--- config.mk ---
export PLATFORM = sky130hd
export DESIGN_NAME = vlsu_txn_splitter
export DESIGN_NICKNAME = d
export VERILOG_FILES = /design/src/rtl/vlsu_txn_splitter_pkg.sv /design/src/rtl/vlsu_txn_splitter_size_calc.sv /design/src/rtl/vlsu_txn_splitter.sv
export SDC_FILE = /design/constraint.sdc
export NUM_CORES = 1
export LEC_CHECK = 0
export ABC_AREA = 1
export BUFFER_PORTS_ARGS = -buffer_cell sky130_fd_sc_hd__buf_2
export CAP_MARGIN = 15
export CELL_PAD_IN_SITES_DETAIL_PLACEMENT = 1
export CELL_PAD_IN_SITES_GLOBAL_PLACEMENT = 1
export CORE_ASPECT_RATIO = 1.75
export CORE_MARGIN = 5
export CORE_UTILIZATION = 45
export DETAILED_ROUTE_END_ITERATION = 7
export PLACE_DENSITY_LB_ADDON = 0.05
export SYNTH_ARGS = -nofsm -noshare
export SYNTH_HDL_FRONTEND = slang
export SYNTH_HIERARCHICAL = 1
export SYNTH_SLANG_ARGS = --single-unit
export TNS_END_PERCENT = 30
--- constraint.sdc ---
create_clock -name clk_i -period 6.67 [get_ports clk_i]
set_input_delay 0 -clock clk_i [delete_from_list [all_inputs] [get_ports clk_i]]
set_output_delay 0 -clock clk_i [all_outputs]
set_load 0.02 [all_outputs]
--- src/rtl/vlsu_txn_splitter_pkg.sv ---
// ----------------------------------------------------------------------------
// vlsu_txn_splitter_pkg
//   Shared types and helpers for the VLSU transaction splitter.
//   - split_state_e   : splitter FSM states
//   - split_txn_t     : descriptor view {addr, nbs, first, last, id} at the
//                       default widths (AddrW=64, IdW=4, MaxTxnNbs=8192)
//   - nbs_to_boundary : nibbles left before the next MaxTxnNbs-aligned window
// Optional feature macro used by the splitter: VLSU_SPLIT_STRIDE_MERGE_EN
// ----------------------------------------------------------------------------
package vlsu_txn_splitter_pkg;

    typedef enum logic [1:0] {
        S_IDLE     = 2'd0,
        S_SEG_INIT = 2'd1,
        S_STALL    = 2'd2,
        S_ISSUE    = 2'd3
    } split_state_e;

    localparam int unsigned DEF_ADDR_W      = 64;
    localparam int unsigned DEF_ID_W        = 4;
    localparam int unsigned DEF_MAX_TXN_NBS = 8192;
    localparam int unsigned DEF_NBS_W       = $clog2(DEF_MAX_TXN_NBS) + 1;

    typedef struct packed {
        logic [DEF_ADDR_W:0]   addr;
        logic [DEF_NBS_W-1:0]  nbs;
        logic                  first;
        logic                  last;
        logic [DEF_ID_W-1:0]   id;
    } split_txn_t;

    // max_nbs is a power of two, so the offset inside the window only needs
    // the low address bits; the result is always in 1..max_nbs.
    function automatic logic [31:0] nbs_to_boundary(input logic [31:0] addr_lo,
                                                    input logic [31:0] max_nbs);
        return max_nbs - (addr_lo & (max_nbs - 32'd1));
    endfunction

endpackage

--- src/rtl/vlsu_txn_splitter_size_calc.sv ---
// ----------------------------------------------------------------------------
// vlsu_txn_size_calc (combinational)
//   Sizes the current descriptor: nbs = min(seg_rmn, room to next window).
//   Ports:
//     cur_addr  in   AddrW+1   nibble address of the current descriptor
//     seg_rmn   in   ElemW+4   nibbles remaining in the current segment
//     nbs       out  NbsW      descriptor size, 1..MaxTxnNbs
//     seg_end   out  1         descriptor finishes the segment
// ----------------------------------------------------------------------------
module vlsu_txn_size_calc
    import vlsu_txn_splitter_pkg::*;
#(
    parameter int unsigned AddrW     = 64,
    parameter int unsigned ElemW     = 16,
    parameter int unsigned MaxTxnNbs = 8192,
    localparam int unsigned RmnW     = ElemW + 4,
    localparam int unsigned NbsW     = $clog2(MaxTxnNbs) + 1
) (
    input  logic [AddrW:0]    cur_addr,
    input  logic [RmnW-1:0]   seg_rmn,
    output logic [NbsW-1:0]   nbs,
    output logic              seg_end
);

    logic [31:0] room;
    logic [31:0] rmn;

    always_comb begin
        room    = nbs_to_boundary(32'(cur_addr), 32'(MaxTxnNbs));
        rmn     = 32'(seg_rmn);
        seg_end = (rmn <= room);
        nbs     = seg_end ? NbsW'(rmn) : NbsW'(room);
    end

endmodule

--- src/rtl/vlsu_txn_splitter.sv ---
// ----------------------------------------------------------------------------
// vlsu_txn_splitter
//   Turns one VLSU request (unit-stride or strided) into a stream of memory
//   transaction descriptors, none of which crosses a MaxTxnNbs-aligned window.
//   One request in flight; done_o pulses once per request.
//   Optional macro: VLSU_SPLIT_STRIDE_MERGE_EN -- a strided request whose
//   stride equals the element size is handled as one contiguous segment.
//
//   Handshakes: a transfer happens on a rising clk_i edge where valid and
//   ready are both 1. req_ready_o is 1 only in S_IDLE. Once txn_valid_o
//   rises it stays 1 with all txn_* fields constant until txn_ready_i=1.
//
//   Ports:
//     clk_i, rst_ni       clock, asynchronous active-low reset
//     req_*               request (valid/ready, addr, stride, nr_elem, sew,
//                         strd, id)
//     stall_i             downstream busy, sampled only before issuing a request
//     txn_*               descriptor stream (valid/ready, addr, nbs, first,
//                         last, id)
//     done_o              one-cycle pulse the cycle after the request completes
//     dbg_state           current FSM state
// ----------------------------------------------------------------------------
module vlsu_txn_splitter
    import vlsu_txn_splitter_pkg::*;
#(
    parameter int unsigned AddrW     = 64,
    parameter int unsigned ElemW     = 16,
    parameter int unsigned IdW       = 4,
    parameter int unsigned MaxTxnNbs = 8192,
    localparam int unsigned RmnW     = ElemW + 4,
    localparam int unsigned NbsW     = $clog2(MaxTxnNbs) + 1
) (
    input  logic               clk_i,
    input  logic               rst_ni,
    input  logic               req_valid_i,
    output logic               req_ready_o,
    input  logic [AddrW-1:0]   req_addr_i,
    input  logic [AddrW-1:0]   req_stride_i,
    input  logic [ElemW-1:0]   req_nr_elem_i,
    input  logic [1:0]         req_sew_i,
    input  logic               req_strd_i,
    input  logic [IdW-1:0]     req_id_i,
    input  logic               stall_i,
    output logic               txn_valid_o,
    input  logic               txn_ready_i,
    output logic [AddrW:0]     txn_addr_o,
    output logic [NbsW-1:0]    txn_nbs_o,
    output logic               txn_first_o,
    output logic               txn_last_o,
    output logic [IdW-1:0]     txn_id_o,
    output logic               done_o,
    output split_state_e       dbg_state
);

    split_state_e      state;
    logic [AddrW:0]    next_seg_addr;  // start of the segment after the current one
    logic [AddrW:0]    stride_nbs;
    logic [AddrW:0]    cur_addr;
    logic [RmnW-1:0]   seg_len;
    logic [RmnW-1:0]   seg_rmn;
    logic [ElemW-1:0]  segs_left;      // segments still to load after the current one
    logic              first_q;
    logic              done_q;
    logic [IdW-1:0]    id_q;

    logic [NbsW-1:0]   nbs;
    logic              seg_end;

    logic [AddrW:0]    req_base;
    logic [AddrW:0]    req_stride_nbs;
    logic              unit_mode;

    always_comb begin
        req_base       = {req_addr_i, 1'b0};
        req_stride_nbs = {req_stride_i, 1'b0};
`ifdef VLSU_SPLIT_STRIDE_MERGE_EN
        // Stride equal to the element size is contiguous memory.
        unit_mode = !req_strd_i || (req_stride_nbs == ((AddrW+1)'(1) << req_sew_i));
`else
        unit_mode = !req_strd_i;
`endif
    end

    vlsu_txn_size_calc #(
        .AddrW     (AddrW),
        .ElemW     (ElemW),
        .MaxTxnNbs (MaxTxnNbs)
    ) u_size_calc (
        .cur_addr (cur_addr),
        .seg_rmn  (seg_rmn),
        .nbs      (nbs),
        .seg_end  (seg_end)
    );

    always_ff @(posedge clk_i or negedge rst_ni) begin
        if (!rst_ni) begin
            state         <= S_IDLE;
            next_seg_addr <= '0;
            stride_nbs    <= '0;
            cur_addr      <= '0;
            seg_len       <= '0;
            seg_rmn       <= '0;
            segs_left     <= '0;
            first_q       <= 1'b0;
            done_q        <= 1'b0;
            id_q          <= '0;
        end else begin
            done_q <= 1'b0;
            case (state)
                S_IDLE: begin
                    if (req_valid_i) begin
                        id_q    <= req_id_i;
                        first_q <= 1'b1;
                        if (req_nr_elem_i == '0) begin
                            done_q <= 1'b1;
                        end else begin
                            next_seg_addr <= req_base;
                            stride_nbs    <= req_stride_nbs;
                            if (unit_mode) begin
                                seg_len   <= RmnW'(req_nr_elem_i) << req_sew_i;
                                segs_left <= '0;
                            end else begin
                                seg_len   <= RmnW'(1) << req_sew_i;
                                segs_left <= req_nr_elem_i - ElemW'(1);
                            end
                            state <= S_SEG_INIT;
                        end
                    end
                end
                S_SEG_INIT: begin
                    cur_addr      <= next_seg_addr;
                    seg_rmn       <= seg_len;
                    next_seg_addr <= next_seg_addr + stride_nbs;
                    state         <= stall_i ? S_STALL : S_ISSUE;
                end
                S_STALL: begin
                    if (!stall_i) state <= S_ISSUE;
                end
                S_ISSUE: begin
                    if (txn_ready_i) begin
                        first_q <= 1'b0;
                        if (!seg_end) begin
                            cur_addr <= cur_addr + (AddrW+1)'(nbs);
                            seg_rmn  <= seg_rmn - RmnW'(nbs);
                        end else if (segs_left != '0) begin
                            // Next strided element loads in the same cycle: no bubble.
                            cur_addr      <= next_seg_addr;
                            seg_rmn       <= seg_len;
                            next_seg_addr <= next_seg_addr + stride_nbs;
                            segs_left     <= segs_left - ElemW'(1);
                        end else begin
                            state  <= S_IDLE;
                            done_q <= 1'b1;
                        end
                    end
                end
                default: state <= S_IDLE;
            endcase
        end
    end

    assign req_ready_o = (state == S_IDLE);
    assign txn_valid_o = (state == S_ISSUE);
    assign txn_addr_o  = cur_addr;
    assign txn_nbs_o   = nbs;
    assign txn_first_o = first_q;
    assign txn_last_o  = seg_end && (segs_left == '0);
    assign txn_id_o    = id_q;
    assign done_o      = done_q;
    assign dbg_state   = state;

endmodule
==> results of run 1 <==
==> routing by layer <==
metal	part of all wire	global-route usage	up-vias
li1	-	-	12674
met1	0.33	0.3789	12982
met2	0.51	0.7301	933
met3	0.040	0.04822	516
met4	0.13	0.3923	2
met5	0.00011	0	-
==> synth_stat cells, types with 7 or more instances <==
cell type,instances
clkbuf_1,49
buf_2,30
nand4_1,55
xnor2_1,24
o21ai_0,182
nand3b_1,13
nand2_1,1502
buf_1,8
o21ai_1,8
ha_1,113
or2_2,8
xor2_1,33
a31oi_1,15
nand3_1,261
buf_4,7
o22ai_1,10
a21o_1,8
inv_1,575
nor2_2,8
a21oi_1,101
nor3_1,45
inv_2,7
dfrtp_1,256
nor2_1,450
o211ai_1,25
==> per-stage QoR <==
stage	power (W)	hold slack, ns
5_1_grt	0.01171	0.1150
4_1_cts	0.01085	0.008724
2_1_floorplan	0.006599	-0.2956
3_5_place_dp	0.008982	0.1211
6_report	0.01103	0.04465
3_3_place_gp	0.008860	0.1168
==> worst max-delay path: stages, from the launching register on <==
cell and delay [ns]:
dfrtp_1 0.45, inv_1 0.11, ha_1 0.18, nand2_1 0.13, nor3_1 0.33, nand3_1 0.12
nand2_1 0.11, inv_1 0.05, ha_1 0.28, nand4_1 0.12, nor2_2 0.16, nand4_2 0.35
nand2_2 0.56, nand2_1 0.11, nand2_1 0.16, ha_1 0.33, a21oi_1 0.28, nand2_1 0.18
nand2_1 0.10, nand2_1 0.13, nand3_1 0.10, nand3_1 0.43, xor2_1 0.29, o21ai_0 0.19
nand2_1 0.07
==> how the worst max path moves through the flow <==
stage	start	to	slack [ns]	cells past startpoint
floorplan	txn_addr_o[1]$_DFFE_PN0P_	txn_addr_o[15]$_DFFE_PN0P_	2.52	26
global placement	txn_addr_o[0]$_DFFE_PN0P_	txn_addr_o[46]$_DFFE_PN0P_	1.43	27
detailed placement	txn_addr_o[1]$_DFFE_PN0P_	txn_addr_o[15]$_DFFE_PN0P_	1.30	27
CTS	txn_addr_o[1]$_DFFE_PN0P_	txn_addr_o[15]$_DFFE_PN0P_	1.29	24
global route	txn_addr_o[1]$_DFFE_PN0P_	txn_addr_o[15]$_DFFE_PN0P_	0.73	27
finish	txn_addr_o[0]$_DFFE_PN0P_	txn_addr_o[15]$_DFFE_PN0P_	1.24	24
==> area by class of cell <==
class	count	share of cell area
Clock buffer	38	0.03029
Multi-Input combinational cell	2909	0.5047
Clock inverter	12	0.006520
Timing Repair Buffer	418	0.1094
Sequential cell	256	0.2367
Antenna cell	4	0.0003699
Tap cell	666	0.03079
Inverter	584	0.08119
==> where the power goes <==
group          total (W)  switching [W]  leakage [nW]  internal [W]
combinational    0.00641        0.00436          11.7       0.00205
sequential       0.00286       0.000858          3.25       0.00200
clock            0.00177       0.000752         0.485       0.00101
total             0.0110        0.00597          15.4       0.00506
==> flip-flops by register name (all words and copies together) (netlist names) <==
name	flops
seg_rmn	20
seg_len	19
segs_left	16
txn_addr_o	65
dbg_state	2
next_seg_addr	64
txn_id_o	4
txn_first_o	1
done_o	1
stride_nbs	64
==> kinds of logic (layout without fill, tap and decap cells) <==
family / count (synthesis) / count (layout)
multiplexers: 6 / 6
flip-flops: 256 / 256
other: 0 / 4
adder cells (fa/ha/maj): 116 / 116
XOR/XNOR: 57 / 57
AND/OR/NAND/NOR: 2370 / 2370
AO/OA/AOI/OAI: 360 / 360
buffers and inverters: 683 / 1052
==> impl_metrics.csv, run 1 <==
group,metric,value,unit
synthesis,synthAdderAreaFrac,0.06491,
cts,cts.hold.buffers_added,160,
finish,layout-drive-gt1-share,0.08276,
run,max-cap-violations,0,
cts,clk_pin_slew,0.07,ns
hold_path,min_path_type,"primary input to flip-flop",
hold_path,hp-start,"req_nr_elem_i[12]",
timing,setup_viol,0,
cts,cts_buffers,28,
setup_path,ff2ff_setup_slack,1.24,ns
synthesis,synth_top_cells_by_area,"dfrtp_1 28%, nand2_1 25%, inv_1 9.5%",
timing,worstMarginPinSlew,1.127,ns
finish,multi_input_area,13660,µm²
timing,setup_tns,0,ns
synthesis,synthMuxAreaShare,0.002865,
grt,grt_max_degree,155,
timing,hold_viol,0,
timing,report.final.slew_viol_count,0,
detailed_routing,drt-pass1-iter-count,5,
hold_path,hold_end,"segs_left[13]$_DFFE_PN0P_",
setup_path,cp_data_required_time,7.13,ns
synthesis,synth-compound-area-share,0.08601,
finish,register_area,6406,µm²
placed_design,dp_cells,4673,
timing,timing.final.crit_period,5.429,ns
synthesis,synth-edff-count,0,
synthesis,synth-simple-area-share,0.4248,
cts,cts_resized,0,
finish,area_delta_synth_final,19.16,%
synthesis,synth.avg_cell_area,5.901,µm²
synthesis,ys_seq_area_frac,0.2821,
power,p_leak,15.44,nW
timing,setup_ws,1.241,ns
detailed_routing,vias_per_cell,5.547,
finish,design_area,27060,µm²
finish,mostFrequentLayoutCells,"1502 x nand2_1, 574 x inv_1, 448 x nor2_1",
grt,grt_usage,0.3998,
placed_design,gp_congestion,1.023,
setup_path,cp_max_fo,17,
synthesis,async_reset_ff_frac,1.000,
finish,layout_commonest_cell,"nand2_1",
synthesis,synth_xor_area_frac,0.02198,
placed_design,pre_cts_slack,1.300,ns
setup_path,r2r-start,"txn_addr_o[0]$_DFFE_PN0P_",
setup_path,rr_endpoint,"txn_addr_o[15]$_DFFE_PN0P_",
synthesis,yosysWarnings,6,
cts,insertion_delay,0.59,ns
cts,clock-sinks,256,
timing,fin_crit_sh,0.8139,
finish,nFillCells,7145,
synthesis,yosys.area.top_type,"dfrtp_1",
finish,final_core_util,0.5377,
setup_path,crit_path_end_kind,"flip-flop",
placed_design,port_buffers,245,
timing,rsz0062_at_grt,"false",
cts,post-cts-setup-buffers,0,
synthesis,syn-cell-area,22710,µm²
die,chipHeight,307.2,µm
setup_path,cp-start-kind,"flip-flop",
die,die_w,179.8,µm
grt,antenna_found_initial,3,
synthesis,synthCells,3848,
synthesis,ys_ff_latch,256,
detailed_routing,dr.first_iter.drc_count,1508,
detailed_routing,routed_wl,113300,µm
timing,slew_headroom,0.2476,
detailed_routing,ant_nets,0,
die,core,50320,µm²
timing,fmax,0.1842,GHz
detailed_routing,via_count,27107,
synthesis,synth_top_flop_cell,"dfrtp_1",
finish,final_cells,4887,
synthesis,syn_nets,4120,
die,core.rowCount,109,
grt,overflow,0,
grt,first_global_vias,29247,
synthesis,synth_top_area_frac,0.2821,
setup_path,arrival,5.89,ns
placed_design,dp_hpwl,84760,µm
grt,grt_pass1_wl,170900,µm
synthesis,synth.distinct_cells,50,
run_status,outcome,"finished clean",
placed_design,placed_area,24450,µm²
die,pin_count,246,
die,initial_core_util,0.4512,
cts,cts_root_buf,"clkbuf_16",
setup_path,worstSetupPathType,"flip-flop to flip-flop",
cts,cts.htree.levels,1,
cts,clockBufferDepth,3,
detailed_routing,avgRoutedWirePerCell,23.18,µm
detailed_routing,drc_errors,0,
synthesis,synth_top_family_by_area,"simple AND/OR/NAND/NOR gates",
setup_path,r2r_cells,24,
power,power.density,407.8,nW/µm²
power,vdd_drop_max,0.2231,mV
die,die_area,55230,µm²
timing,fin_skew,0.01891,ns
cts,cts_tree,"yes",
finish,fin_nets,4469,
hold_path,holdPathStages,5,
(Power assumes the default switching activity.)
==> inputs of run 2 (changes only) <==
CORE_UTILIZATION = 38   (was 45)
clock period = 4.4 ns   (was 6.67 ns; I/O delays follow)
==> run 2 against run 1 <==
Net effect:
- die area up 18%
- clock skew increased by 0.013 ns
- global-route usage is 6.1 points lower
- first-iteration DRC count decreased by 29%
- fmax up 29%
- non-clock buffer count up 123
- critical path type unchanged
- critical endpoint is now seg_rmn[14]$_DFFE_PN0P_
==> impl_metrics.csv, run 2 (same netlist as run 1, synthesis figures left out) <==
group,metric,value,unit
timing,slew_headroom,0.3314,
power,power.density,649.7,nW/µm²
grt,first_global_vias,28451,
cts,cts_root_buf,"clkbuf_16",
finish,nFillCells,8103,
detailed_routing,ant_nets,0,
finish,layout_commonest_cell,"nand2_1",
detailed_routing,vias_per_cell,5.208,
detailed_routing,routed_wl,113800,µm
placed_design,dp_cells,4897,
run_status,outcome,"finished clean",
die,die_area,64940,µm²
timing,timing.final.crit_period,4.214,ns
placed_design,pre_cts_slack,-0.1559,ns
power,p_leak,16.15,nW
detailed_routing,dr.first_iter.drc_count,1069,
timing,fin_skew,0.03211,ns
placed_design,port_buffers,245,
run,max-cap-violations,0,
cts,clockBufferDepth,3,
setup_path,crit_path_end_kind,"flip-flop",
detailed_routing,drt-pass1-iter-count,5,
detailed_routing,via_count,26714,
setup_path,worstSetupPathType,"flip-flop to flip-flop",
placed_design,dp_hpwl,88790,µm
timing,setup_viol,0,
timing,fmax,0.2373,GHz
setup_path,cp-start-kind,"flip-flop",
grt,grt_usage,0.3391,
grt,grt_max_degree,128,
timing,setup_tns,0,ns
finish,final_cells,5129,
grt,overflow,0,
setup_path,cp_data_required_time,4.93,ns
die,core.rowCount,118,
finish,largest_register_ff_count,65,
timing,setup_ws,0.1857,ns
power,vdd_drop_max,0.5444,mV
die,initial_core_util,0.3836,
timing,fin_crit_sh,0.9578,
cts,clk_pin_slew,0.08,ns
timing,worstMarginPinSlew,1.003,ns
die,pin_count,246,
timing,hold_viol,0,
cts,cts_buffers,30,
setup_path,cp_max_fo,7,
placed_design,gp_congestion,1.028,
grt,antenna_found_initial,2,
die,die_w,194.8,µm
cts,insertion_delay,0.64,ns
die,core,59200,µm²
grt,grt_pass1_wl,169300,µm
detailed_routing,drc_errors,0,
setup_path,arrival,4.75,ns
cts,cts.htree.levels,1,
finish,mostFrequentLayoutCells,"1468 x nand2_1, 570 x inv_1, 429 x nor2_1",
die,chipHeight,333.4,µm
timing,rsz0062_at_grt,"true",
finish,fin_nets,4594,
timing,report.final.slew_viol_count,0,
finish,layout-drive-gt1-share,0.1328,
cts,clock-sinks,256,
detailed_routing,avgRoutedWirePerCell,22.18,µm
finish,area_delta_synth_final,27.14,%
hold_path,min_path_type,"primary input to flip-flop",
cts,cts_tree,"yes",
[run 2: cell count changes in the layout (fill, tap and decap cells not counted), sizes merged]
cell	previous run	this run
buf	258	374
bufinv	4	5
clkbuf	38	34
clkinv	9	12
clkinvlp	2	6
dlygate4sd3	160	167
inv	581	582
[run 2: worst paths after layout]
kind,from,end,slack (ns),cells after the start
setup / recovery,txn_addr_o[2]$_DFFE_PN0P_,seg_rmn[14]$_DFFE_PN0P_,0.19,25
hold / removal,req_stride_i[36],stride_nbs[37]$_DFFE_PN0P_,0.12,4
setup reg to reg,txn_addr_o[2]$_DFFE_PN0P_,seg_rmn[14]$_DFFE_PN0P_,0.19,25
hold reg to reg,stride_nbs[63]$_DFFE_PN0P_,stride_nbs[63]$_DFFE_PN0P_,0.48,2
max in group asynchronous,rst_ni,txn_addr_o[5]$_DFFE_PN0P_,3.04,4
min in group asynchronous,rst_ni,txn_first_o$_DFFE_PN0P_,0.51,4
[run 2: critical path, cell delays in order (launching register included)]
cell	delay [ns]
dfrtp_1	0.41
buf_4	0.15
nor2_2	0.15
nand2_4	0.10
nor3_4	0.20
nand3_1	0.09
nand2_1	0.11
inv_1	0.05
ha_1	0.30
nand4_1	0.15
nor2_4	0.15
nand4_4	0.17
nand2_4	0.16
buf_4	0.12
nand2_1	0.05
nand2_2	0.13
inv_1	0.06
ha_1	0.31
a21oi_1	0.22
inv_1	0.08
a31oi_1	0.28
o21ai_1	0.19
or2_2	0.30
nand3_1	0.07
nand2_1	0.05
o21ai_0	0.07
[run 2: stage by stage]
stage | util | total power, W | area (µm²) | hold WS [ns]
after floorplan | - | 0.01000 | 22710 | -0.2956
after global placement | 0.4313 | 0.01486 | 25530 | -0.07904
after detailed placement | 0.4313 | 0.01499 | 25530 | -0.07599
after CTS | 0.4788 | 0.01810 | 28340 | 0.06210
after global routing | 0.4875 | 0.02003 | 28860 | 0.1260
final | 0.4876 | 0.01876 | 28870 | 0.1160
[run 2: routing by layer]
metal	wire, µm	GRT usage	up-vias
li1	-	-	12915
met1	38460	0.3237	12797
met2	58780	0.6375	672
met3	4960	0.05060	330
met4	11580	0.2704	0
met5	0	0	-
[run 2: cell type report]
type / count / area, µm² / area share
Tap cell: 780 / 975.9 / 0.03380
Timing Repair Buffer: 541 / 4054 / 0.1404
Multi-Input combinational cell: 2909 / 14170 / 0.4909
Sequential cell: 256 / 6407 / 0.2219
Clock buffer: 34 / 797.0 / 0.02761
Inverter: 584 / 2197 / 0.07610
Clock inverter: 21 / 256.5 / 0.008884
Antenna cell: 4 / 10.01 / 0.0003467
[run 2: report_power, final]
group          internal (W)  switching (W)  leakage, nW
combinational       0.00442        0.00719         12.4
clock               0.00160        0.00123        0.504
sequential          0.00303        0.00129         3.25
total               0.00905        0.00971         16.1
[run 2: what timing repair did]
action | 4_1_cts | 5_1_grt
setup buffers | 2 | 3
hold buffers | 168 | 0
endpoints found under the setup margin | 62 | 76
gates resized for setup | 14 | 123
pin swaps | 3 | 19
endpoints found under the hold margin | 421 | 0
cloned | 0 | 0
